<file path="config.mk">
export PLATFORM = sky130hd
export DESIGN_NAME = grid_color_controller_flat
export DESIGN_NICKNAME = d
export VERILOG_FILES = /design/src/rtl/grid_pkg.sv /design/src/rtl/grid_color_controller_if.sv /design/src/rtl/grid_blink_timer.sv /design/src/rtl/grid_color_controller.sv /design/src/flat_wrapper.sv
export SDC_FILE = /design/constraint.sdc
export NUM_CORES = 1
export LEC_CHECK = 0
export CORE_MARGIN = 5
export CORE_UTILIZATION = 43
export DETAILED_ROUTE_END_ITERATION = 7
export GPL_TIMING_DRIVEN = 0
export PLACE_DENSITY = 0.79
export SYNTH_ARGS = -nofsm -noshare
export SYNTH_HDL_FRONTEND = slang
export SYNTH_SLANG_ARGS = --single-unit
</file>
<file path="constraint.sdc">
create_clock -name clk -period 2.8 [get_ports clk]
set_input_delay 0.28 -clock clk [delete_from_list [all_inputs] [get_ports clk]]
set_output_delay 0.28 -clock clk [all_outputs]
set_load 0.005 [all_outputs]
</file>
<file path="src/rtl/grid_pkg.sv">
// Shared types and colour constants for the grid colour controller.
package grid_pkg;

  typedef enum logic [1:0] {
    EMPTY = 2'd0,
    A     = 2'd1,
    B     = 2'd2,
    WIN   = 2'd3
  } cell_state_t;

  localparam logic [2:0] LINE   = 3'b000;
  localparam logic [2:0] BG     = 3'b001;
  localparam logic [2:0] CURSOR = 3'b010;

  localparam int unsigned POS_W  = 16;
  localparam int unsigned CELL_W = 4;

endpackage

</file>
<file path="src/rtl/grid_color_controller_if.sv">
// Pixel position, board control and colour output bundle for the grid controller.
interface grid_color_controller_if #(
  parameter int unsigned COLOR_W = 3
);
  logic [15:0]        Xpos;
  logic [15:0]        Ypos;
  logic               frame_start;
  logic [3:0]         cursor_col;
  logic [3:0]         cursor_row;
  logic               cell_we;
  logic [3:0]         cell_col;
  logic [3:0]         cell_row;
  logic [1:0]         cell_data;
  logic               clear_board;
  logic [COLOR_W-1:0] Red;
  logic [COLOR_W-1:0] Green;
  logic [COLOR_W-1:0] Blue;

  modport master (
    output Xpos, Ypos, frame_start, cursor_col, cursor_row,
    output cell_we, cell_col, cell_row, cell_data, clear_board,
    input  Red, Green, Blue
  );

  modport slave (
    input  Xpos, Ypos, frame_start, cursor_col, cursor_row,
    input  cell_we, cell_col, cell_row, cell_data, clear_board,
    output Red, Green, Blue
  );
endinterface

</file>
<file path="src/rtl/grid_blink_timer.sv">
// Counts frame pulses and toggles the cursor blink phase every BLINK_FRAMES frames.
module grid_blink_timer #(
  parameter int unsigned BLINK_FRAMES = 30
) (
  input  logic clk,
  input  logic rst,
  input  logic frame_start,
  output logic blink_on
);
  localparam int unsigned CNT_W = (BLINK_FRAMES > 1) ? $clog2(BLINK_FRAMES) : 1;

  logic [CNT_W-1:0] count;

  always_ff @(posedge clk) begin
    if (rst) begin
      count    <= '0;
      blink_on <= 1'b1;
    end else if (frame_start) begin
      if (count == CNT_W'(BLINK_FRAMES - 1)) begin
        count    <= '0;
        blink_on <= ~blink_on;
      end else begin
        count <= count + CNT_W'(1);
      end
    end
  end
endmodule

</file>
<file path="src/rtl/grid_color_controller.sv">
// Two-stage pixel pipeline mapping a screen position onto a board grid and colouring it.
module grid_color_controller
  import grid_pkg::*;
#(
  parameter int unsigned COLS         = 3,
  parameter int unsigned ROWS         = 3,
  parameter int unsigned H_RES        = 640,
  parameter int unsigned V_RES        = 480,
  parameter int unsigned COLOR_W      = 3,
  parameter int unsigned BLINK_FRAMES = 30
) (
  input  logic                    clk,
  input  logic                    rst,
  grid_color_controller_if.slave  bus
);
  localparam int unsigned CW    = H_RES / COLS;
  localparam int unsigned CH    = V_RES / ROWS;
  localparam int unsigned NCELL = COLS * ROWS;
  localparam int unsigned IDX_W = (NCELL > 1) ? $clog2(NCELL) : 1;

  localparam logic [COLOR_W-1:0] ONES  = '1;
  localparam logic [COLOR_W-1:0] C_LN  = COLOR_W'(LINE);
  localparam logic [COLOR_W-1:0] C_BG  = COLOR_W'(BG);
  localparam logic [COLOR_W-1:0] C_CUR = COLOR_W'(CURSOR);

  logic              blink_on;
  logic              line_c, oob_c;
  logic [CELL_W-1:0] col_c, row_c;
  logic              line_q, oob_q;
  logic [CELL_W-1:0] col_q, row_q;
  cell_state_t       cells [NCELL];
  logic              wr_ok_c;
  logic [IDX_W-1:0]  wr_idx_c, rd_idx_c;
  cell_state_t       state_c;
  logic              cursor_hit_c;
  logic [COLOR_W-1:0] mark_r_c, mark_g_c, mark_b_c;
  logic [COLOR_W-1:0] red_c, green_c, blue_c;

  grid_blink_timer #(.BLINK_FRAMES(BLINK_FRAMES)) u_blink (
    .clk         (clk),
    .rst         (rst),
    .frame_start (bus.frame_start),
    .blink_on    (blink_on)
  );

  // Stage 1: grid-line detect and cell index by threshold compare (clamps naturally at the last cell)
  always_comb begin
    line_c = 1'b0;
    col_c  = '0;
    row_c  = '0;
    oob_c  = (32'(bus.Xpos) >= H_RES) || (32'(bus.Ypos) >= V_RES);
    for (int unsigned k = 1; k < COLS; k++) begin
      if (32'(bus.Xpos) >= k * CW) col_c = CELL_W'(k);
      if (32'(bus.Xpos) == k * CW) line_c = 1'b1;
    end
    for (int unsigned k = 1; k < ROWS; k++) begin
      if (32'(bus.Ypos) >= k * CH) row_c = CELL_W'(k);
      if (32'(bus.Ypos) == k * CH) line_c = 1'b1;
    end
  end

  always_ff @(posedge clk) begin
    if (rst) begin
      line_q <= 1'b0;
      oob_q  <= 1'b0;
      col_q  <= '0;
      row_q  <= '0;
    end else begin
      line_q <= line_c;
      oob_q  <= oob_c;
      col_q  <= col_c;
      row_q  <= row_c;
    end
  end

  // Board state: clear beats a write, out-of-range writes are dropped
  assign wr_ok_c  = bus.cell_we && (32'(bus.cell_col) < COLS) && (32'(bus.cell_row) < ROWS);
  assign wr_idx_c = IDX_W'(32'(bus.cell_row) * COLS + 32'(bus.cell_col));

  always_ff @(posedge clk) begin
    if (rst || bus.clear_board) begin
      cells <= '{default: EMPTY};
    end else if (wr_ok_c) begin
      cells[wr_idx_c] <= cell_state_t'(bus.cell_data);
    end
  end

  assign rd_idx_c     = IDX_W'(32'(row_q) * COLS + 32'(col_q));
  assign state_c      = cells[rd_idx_c];
  assign cursor_hit_c = blink_on
                     && (32'(bus.cursor_col) < COLS) && (32'(bus.cursor_row) < ROWS)
                     && (bus.cursor_col == col_q) && (bus.cursor_row == row_q);

  // Stage 2: colour priority out-of-area > line > cursor > cell mark
  always_comb begin
    mark_r_c = '0;
    mark_g_c = '0;
    mark_b_c = '0;
    case (state_c)
      A:       mark_r_c = ONES;
      B:       mark_b_c = ONES;
      WIN:     mark_g_c = ONES;
      default: begin
        mark_r_c = C_BG;
        mark_g_c = C_BG;
        mark_b_c = C_BG;
      end
    endcase
    red_c   = mark_r_c;
    green_c = mark_g_c;
    blue_c  = mark_b_c;
    if (oob_q) begin
      red_c   = '0;
      green_c = '0;
      blue_c  = '0;
    end else if (line_q) begin
      red_c   = C_LN;
      green_c = C_LN;
      blue_c  = C_LN;
    end else if (cursor_hit_c) begin
      if (state_c == EMPTY) begin
        red_c   = C_CUR;
        green_c = C_CUR;
        blue_c  = C_CUR;
      end else begin
        red_c   = mark_r_c | C_CUR;
        green_c = mark_g_c | C_CUR;
        blue_c  = mark_b_c | C_CUR;
      end
    end
  end

  always_ff @(posedge clk) begin
    if (rst) begin
      bus.Red   <= '0;
      bus.Green <= '0;
      bus.Blue  <= '0;
    end else begin
      bus.Red   <= red_c;
      bus.Green <= green_c;
      bus.Blue  <= blue_c;
    end
  end
endmodule

</file>
<file path="src/flat_wrapper.sv">
// flat-port wrapper written by rule: the top's interface ports become plain ports
module grid_color_controller_flat import grid_pkg::*;
#(
  parameter int unsigned COLS         = 3,
  parameter int unsigned ROWS         = 3,
  parameter int unsigned H_RES        = 640,
  parameter int unsigned V_RES        = 480,
  parameter int unsigned COLOR_W      = 3,
  parameter int unsigned BLINK_FRAMES = 30
)
  (clk, rst, bus_Xpos, bus_Ypos, bus_frame_start, bus_cursor_col, bus_cursor_row, bus_cell_we, bus_cell_col, bus_cell_row, bus_cell_data, bus_clear_board, bus_Red, bus_Green, bus_Blue);
  grid_color_controller_if #(.COLOR_W(COLOR_W)) bus_i ();
  input  logic clk;
  input  logic rst;
  input wire logic [$bits(bus_i.Xpos)-1:0] bus_Xpos;
  input wire logic [$bits(bus_i.Ypos)-1:0] bus_Ypos;
  input wire logic [$bits(bus_i.frame_start)-1:0] bus_frame_start;
  input wire logic [$bits(bus_i.cursor_col)-1:0] bus_cursor_col;
  input wire logic [$bits(bus_i.cursor_row)-1:0] bus_cursor_row;
  input wire logic [$bits(bus_i.cell_we)-1:0] bus_cell_we;
  input wire logic [$bits(bus_i.cell_col)-1:0] bus_cell_col;
  input wire logic [$bits(bus_i.cell_row)-1:0] bus_cell_row;
  input wire logic [$bits(bus_i.cell_data)-1:0] bus_cell_data;
  input wire logic [$bits(bus_i.clear_board)-1:0] bus_clear_board;
  output wire logic [$bits(bus_i.Red)-1:0] bus_Red;
  output wire logic [$bits(bus_i.Green)-1:0] bus_Green;
  output wire logic [$bits(bus_i.Blue)-1:0] bus_Blue;
  assign bus_i.Xpos = bus_Xpos;
  assign bus_i.Ypos = bus_Ypos;
  assign bus_i.frame_start = bus_frame_start;
  assign bus_i.cursor_col = bus_cursor_col;
  assign bus_i.cursor_row = bus_cursor_row;
  assign bus_i.cell_we = bus_cell_we;
  assign bus_i.cell_col = bus_cell_col;
  assign bus_i.cell_row = bus_cell_row;
  assign bus_i.cell_data = bus_cell_data;
  assign bus_i.clear_board = bus_clear_board;
  assign bus_Red = bus_i.Red;
  assign bus_Green = bus_i.Green;
  assign bus_Blue = bus_i.Blue;
  grid_color_controller #(.COLS(COLS), .ROWS(ROWS), .H_RES(H_RES), .V_RES(V_RES), .COLOR_W(COLOR_W), .BLINK_FRAMES(BLINK_FRAMES)) u_core (.clk(clk), .rst(rst), .bus(bus_i));
endmodule
</file>
Word-level counts from Yosys, hierarchy flattened
Cells that the tools add are included.
{ "word_totals": {"romBits": 0, "input_bits": 55, "memories": 0, "regBits": 43, "output_inout_bits": 9, "wordCells": 92, "latch_bits": 0, "ram_bits": 0} }
{ "op_classes": {"n_div": 0, "bitwise": 3, "reduce_logical": 17, "mul": 2, "magnitude_cmp": 13, "eq_ne": 10, "addsub": 3, "muxes": 24, "shift": 0} }
{ "op_table": {"columns": ["op", "count"], "rows": [
  ["$ge A16 B9 Y1 const B", 3],
  ["$eq A16 B8 Y1 const B", 2],
  ["$eq A16 B9 Y1 const B", 2],
  ["$ge A16 B8 Y1 const B", 2],
  ["$bwmux W18", 1],
  ["$mux W3", 6],
  ["$pmux W3 S2", 3],
  ["$ge A16 B10 Y1 const B", 1],
  ["$lt A4 B2 Y1 const B", 4],
  ["$ge A5 B5 Y1 const B", 2],
  ["$mux W2", 5],
  ["$not A4 Y5", 2],
  ["$reduce_or A2 Y1", 5],
  ["$add A4 B4 Y4", 2],
  ["$bmux W2 S4", 1],
  ["$demux W2 S4", 1],
  ["$eq A4 B4 Y1", 2],
  ["$mul A4 B2 Y4 const B", 2],
  ["$logic_and A1 B1 Y1", 7],
  ["$mux W1", 6],
  ["$add A5 B1 Y5 const B", 1],
  ["$eq A5 B5 Y1 const B", 1],
  ["$lt A5 B1 Y1 const B", 1],
  ["$mux W5", 1],
  ["7 further kinds", 9]
]} }

Logic depth before layout (Yosys ltp)
{ "depth": {"word_depth": 11, "ltp_mapped": 10, "mapped_depth_nobuf": 10} }

By module
From an unflattened synthesis, not the netlist that was laid out.
{ "unflattened": {"cells_unflattened": 248, "hier_area_um2": 2218.4} }
{ "by_module_without_submodules": {"columns": ["module", "n_inst", "seq_area_each_um2", "cells_each", "area_per_inst_um2"], "rows": [
  ["grid_color_controller", 1, 660.6, 221, 1935.6],
  ["grid_blink_timer", 1, 120.1, 27, 282.8]
]} }

Least setup slack after synthesis
OpenSTA, ideal clock, no wires.
{ "synth_timing": {"path_type": "flip-flop to flip-flop", "startpoint": "register u_core.row_q[1]", "endpoint": "register u_core.bus.Blue[0]", "required_time_ps": 2666, "slack_ps": -110, "setup_ps": 134, "path_stages_with_launch": 11, "n_path_buf": 0, "synth_period_minus_slack_ps": 2910, "arrival_ps": 2777, "path_cell_list": "dfxtp_1 > fa_1 > ha_1 > fa_1 > nor3_1 > nand2_1 > a32oi_1 > inv_1 > ha_1 > o41ai_1 > a21oi_1"} }
{ "synth_between": {"elab_chain_cells": 11, "word_cells_on_any_way": 16, "classes_between": "add/sub: 1; mul: 1; eq/ne: 4; mux: 6; bitwise: 1; reduce/logical: 3"} }
{ "synth_rtl": {"columns": ["item", "line_no", "rtl"], "rows": [
  ["from (decl)", "grid_color_controller.sv:30", "logic [CELL_W-1:0] col_q, row_q;"],
  ["from (signal assigned)", "grid_color_controller.sv:72", "row_q <= row_c;"],
  ["$mul A4 B2 Y4", "grid_color_controller.sv:88", "assign rd_idx_c = IDX_W'(32'(row_q) * COLS + 32'(col_q));"],
  ["$add A4 B4 Y4", "grid_color_controller.sv:88", null],
  ["$not A4 Y5 (not written as such)", "grid_color_controller.sv:89", "assign state_c = cells[rd_idx_c];"],
  ["$bmux W2 S4", "grid_color_controller.sv:89", null],
  ["$mux W2 (not written as such) (2 in series)", "grid_color_controller.sv:89", null],
  ["$eq A2 B1 Y1 / $eq A2 B2 Y1 (equally long branches)", "grid_color_controller.sv:99", "case (state_c)"],
  ["$reduce_or A2 Y1 (no line)", null, null],
  ["$pmux W3 S2", "grid_color_controller.sv:99", null],
  ["$mux W3", "grid_color_controller.sv:121", "if (state_c == EMPTY) begin"],
  ["$mux W3 (*)", "grid_color_controller.sv:120", "end else if (cursor_hit_c) begin"],
  ["to (signal assigned)", "grid_color_controller.sv:141", "bus.Blue <= blue_c;"],
  ["to (decl)", "grid_color_controller_if.sv:28", "output Red, Green, Blue"]
]} }
Mark *: on every way between the ends. The rest lies on a longest branch, timed or not. The select of a mux whose other input is x is not followed.
A chain may end at the register's enable or synchronous reset.

Worst setup path in the final report
{ "layout_timing": {"startpoint": "register u_core.row_q[0]", "endpoint": "register u_core.bus.Red[0]"} }
{ "layout_between": {"elab_chain_cells": 11, "word_cells_on_any_way": 16, "classes_between": "add/sub: 1; mul: 1; eq/ne: 4; mux: 6; bitwise: 1; reduce/logical: 3"} }
{ "layout_rtl": {"columns": ["item", "line_no", "rtl"], "rows": [
  ["$mul A4 B2 Y4", "grid_color_controller.sv:88", null],
  ["$add A4 B4 Y4", "grid_color_controller.sv:88", null],
  ["$not A4 Y5 (not written as such)", "grid_color_controller.sv:89", null],
  ["$bmux W2 S4", "grid_color_controller.sv:89", null],
  ["$mux W2 (not written as such) (2 in series)", "grid_color_controller.sv:89", null],
  ["$eq A2 B2 Y1", "grid_color_controller.sv:99", null],
  ["$reduce_or A2 Y1 (no line)", null, null],
  ["$pmux W3 S2", "grid_color_controller.sv:99", null],
  ["$mux W3", "grid_color_controller.sv:121", null],
  ["$mux W3 (*)", "grid_color_controller.sv:120", null],
  ["to (signal assigned)", "grid_color_controller.sv:139", "bus.Red <= red_c;"],
  ["to (decl)", "grid_color_controller_if.sv:28", null]
]} }
Marked as above.

==> impl_metrics.tcl <==
set metrics [dict create \
    yosysWarnings 0 \
    power.leakage_nw 1.275 \
    total_power_mw 1.243 \
    syn_area_mm2 0.002246 \
    cts-root-buf "clkbuf_8" \
    ant_nets 0 \
    dp_slack_ns -0.1920 \
    crit_arrival_ns 2.86 \
    start_kind "register" \
    start_util_pct 44.26 \
    antenna_found_initial 0 \
    status "complete, no violations" \
    via_count 1951 \
    setup_tns_ns 0 \
    routed_wl_mm 4.712 \
    finalHoldViolations 0 \
    mostFrequentLayoutCell "clkdlybuf4s50_1" \
    htree_levels 2 \
    cp-end-kind "register" \
    peakVddDrop_uv 216.6 \
    drt_iter0_drc 60 \
    first_pass_iters 4 \
    min_period_ns 2.689 \
    crit_required_ns 2.97 \
    max_freq_mhz 371.9 \
    synth_top_family_by_area "simple AND/OR/NAND/NOR gates" \
    clk_latency_ns 0.29 \
    syn_nets 306 \
    fin_ws_ns 0.1111 \
    synthXorXnorAreaFrac_pct 3.844 \
    die_w_um 82.27 \
    maxCapViolCount 0 \
    core_area_mm2 0.005075 \
    ys_seq_area_share_pct 34.76 \
    synthSimpleGateAreaFrac_pct 24.29 \
    ff2ff_setup_slack_ns 0.11 \
    antenna_cells 0 \
    hold_path.class "input pin to register" \
    post-route-util_pct 61.79 \
    cts_tree "built" \
    grt_max_degree 12 \
    gr-total-overflow 0 \
    power_per_cell_area_mw_per_mm2 396.4 \
    gp_congestion 0.8159 \
    path_class "register to register" \
    die_area_mm2 0.006768 \
    async_flop_share_pct 0 \
    grt_first_pass_wirelength_mm 8.121 \
    die_y_um 82.27 \
    area_growth_pct 39.61 \
    synthMuxAreaShare_pct 12.48 \
    rsz0062_at_grt "no" \
    clk_pin_slew_ns 0.07 \
    fin_area_mm2 0.003136 \
    dp_hpwl_mm 3.875 \
    period_share_pct 96.03 \
    drive_gt1_share_pct 11.36 \
    slew_headroom_pct 59.73 \
    ios 64 \
    grt_usage_pct 15.04 \
    fin_nets 380 \
    setup_viol 0 \
    synth-compound-area-share_pct 10.42 \
    layout_common_cells "62 x clkdlybuf4s50_1, 37 x dfxtp_1, 27 x nand2_1" \
    finClkSkew_ns 0.009054 \
    tightest_slew_ns 0.5995 \
    drc 0 \
    placed_cell_area_mm2 0.002969 \
    synth-main-ff-cell "dfxtp_1" \
    syn_inst 233 \
    synthAdderAreaFrac_pct 11.70 \
    rows 26 \
    portBuffers 62 \
    slew_viol_final 0 \
    ctsHoldBuffers 0 \
    crit_fanout 5 \
    via_per_inst 5.161 \
    wl_per_cell_um 12.47 \
    synth.ff_latch_count 39 \
    cts_buffers 5 \
    grt_pass1_vias 2022 \
    synth-edff-count 0 \
    avgSynthCellArea_um2 9.639 \
    cts_sinks 39 \
    yosysUniqueCellTypes 47 \
    cts-root-to-sink-buffers 2 \
]
-- worst paths after layout --
path	from	to	cells past startpoint
max	u_core.row_q[0]	u_core.bus.Red[0]	11
min	bus_frame_start	u_core.u_blink.count[1]	3
max reg2reg	u_core.row_q[0]	u_core.bus.Red[0]	11
min reg2reg	u_core.cells[14]	u_core.cells[14]	2
-- stage by stage --
step	hold WS, ns	cells
2_1_floorplan	0.4350	233
4_1_cts	0.3543	377
3_3_place_gp	0.4435	365
5_1_grt	0.3886	378
6_report	0.3601	378
3_5_place_dp	0.4534	365
-- critical path, stage by stage, from the launching register on --
cell and delay [ns]:
dfxtp_4 0.36, fa_1 0.54, ha_2 0.18, fa_2 0.47, nor3_2 0.16, nand2_1 0.09, a32oi_2 0.20, inv_1 0.09
buf_4 0.14, ha_1 0.19, o31ai_1 0.07, a21oi_1 0.10
-- cell usage after synthesis, types with 4 or more instances --
library cell,instances,area (µm²)
dfxtp_1,39,780.8
nand2_1,27,101.4
mux2i_1,19,190.2
nor2_1,15,56.30
ha_1,13,162.7
a21oi_1,11,55.05
nand3_1,9,45.04
inv_1,8,30.03
nand4_1,7,43.79
o21a_1,6,45.04
fa_1,5,100.1
nor3_1,5,25.02
o21ai_0,5,25.02
clkbuf_1,4,15.01
nand2b_1,4,25.02
nand3b_1,4,30.03
o31ai_1,4,30.03
xnor2_1,4,35.03
xor2_1,4,35.03
-- routing by layer --
layer | up-vias | GRT usage, % | wire length [µm]
met1 | 900 | 18.72 | 2087
met4 | 0 | 6.478 | 53
met3 | 5 | 3.579 | 317
li1 | 993 | - | -
met2 | 53 | 24.68 | 2254
met5 | - | 0 | 0
-- flip-flops by register name, indices dropped and copies added (netlist names) --
signal and count:
u_core.bus.Blue 3, u_core.oob_q 1, u_core.row_q 2, u_core.bus.Red 3, u_core.u_blink.count 5, u_core.u_blink.blink_on 1, u_core.bus.Green 3, u_core.col_q 2
u_core.line_q 1, u_core.cells 18
-- report_power, final --
part           internal (mW)  total (mW)  switching, mW
clock network          0.225       0.406          0.182
logic                  0.152       0.267          0.115
registers              0.563       0.570        0.00690
-- cell type report --
class,count,area (µm²)
Fill cell,450,1939
Multi-Input combinational cell,181,1448
Sequential cell,39,785.8
Timing Repair Buffer,67,658.1
Clock buffer,8,100.1
Tap cell,70,87.58
Inverter,8,30.03
Buffer,5,26.28
-- cells by family (layout without fill, tap and decap cells) --
kind of cell | count (synthesis) | after routing
muxes | 24 | 24
DFF | 39 | 39
adders and majority gates | 18 | 18
and+or+nand+nor | 94 | 94
buffers and inverters | 13 | 88
AOI/OAI and AO/OA | 36 | 36
xor gates and xnor gates | 9 | 9
-- what timing repair did --
action / in CTS / in global routing
setup endpoints to repair: 1 / 20
pin swaps: 4 / 3
resized for setup: 6 / 2
hold endpoints to repair: 0 / 0
buffers inserted: 4 / 1
cloned: 0 / 0
Note: power is estimated with default switching activity, not from simulation.
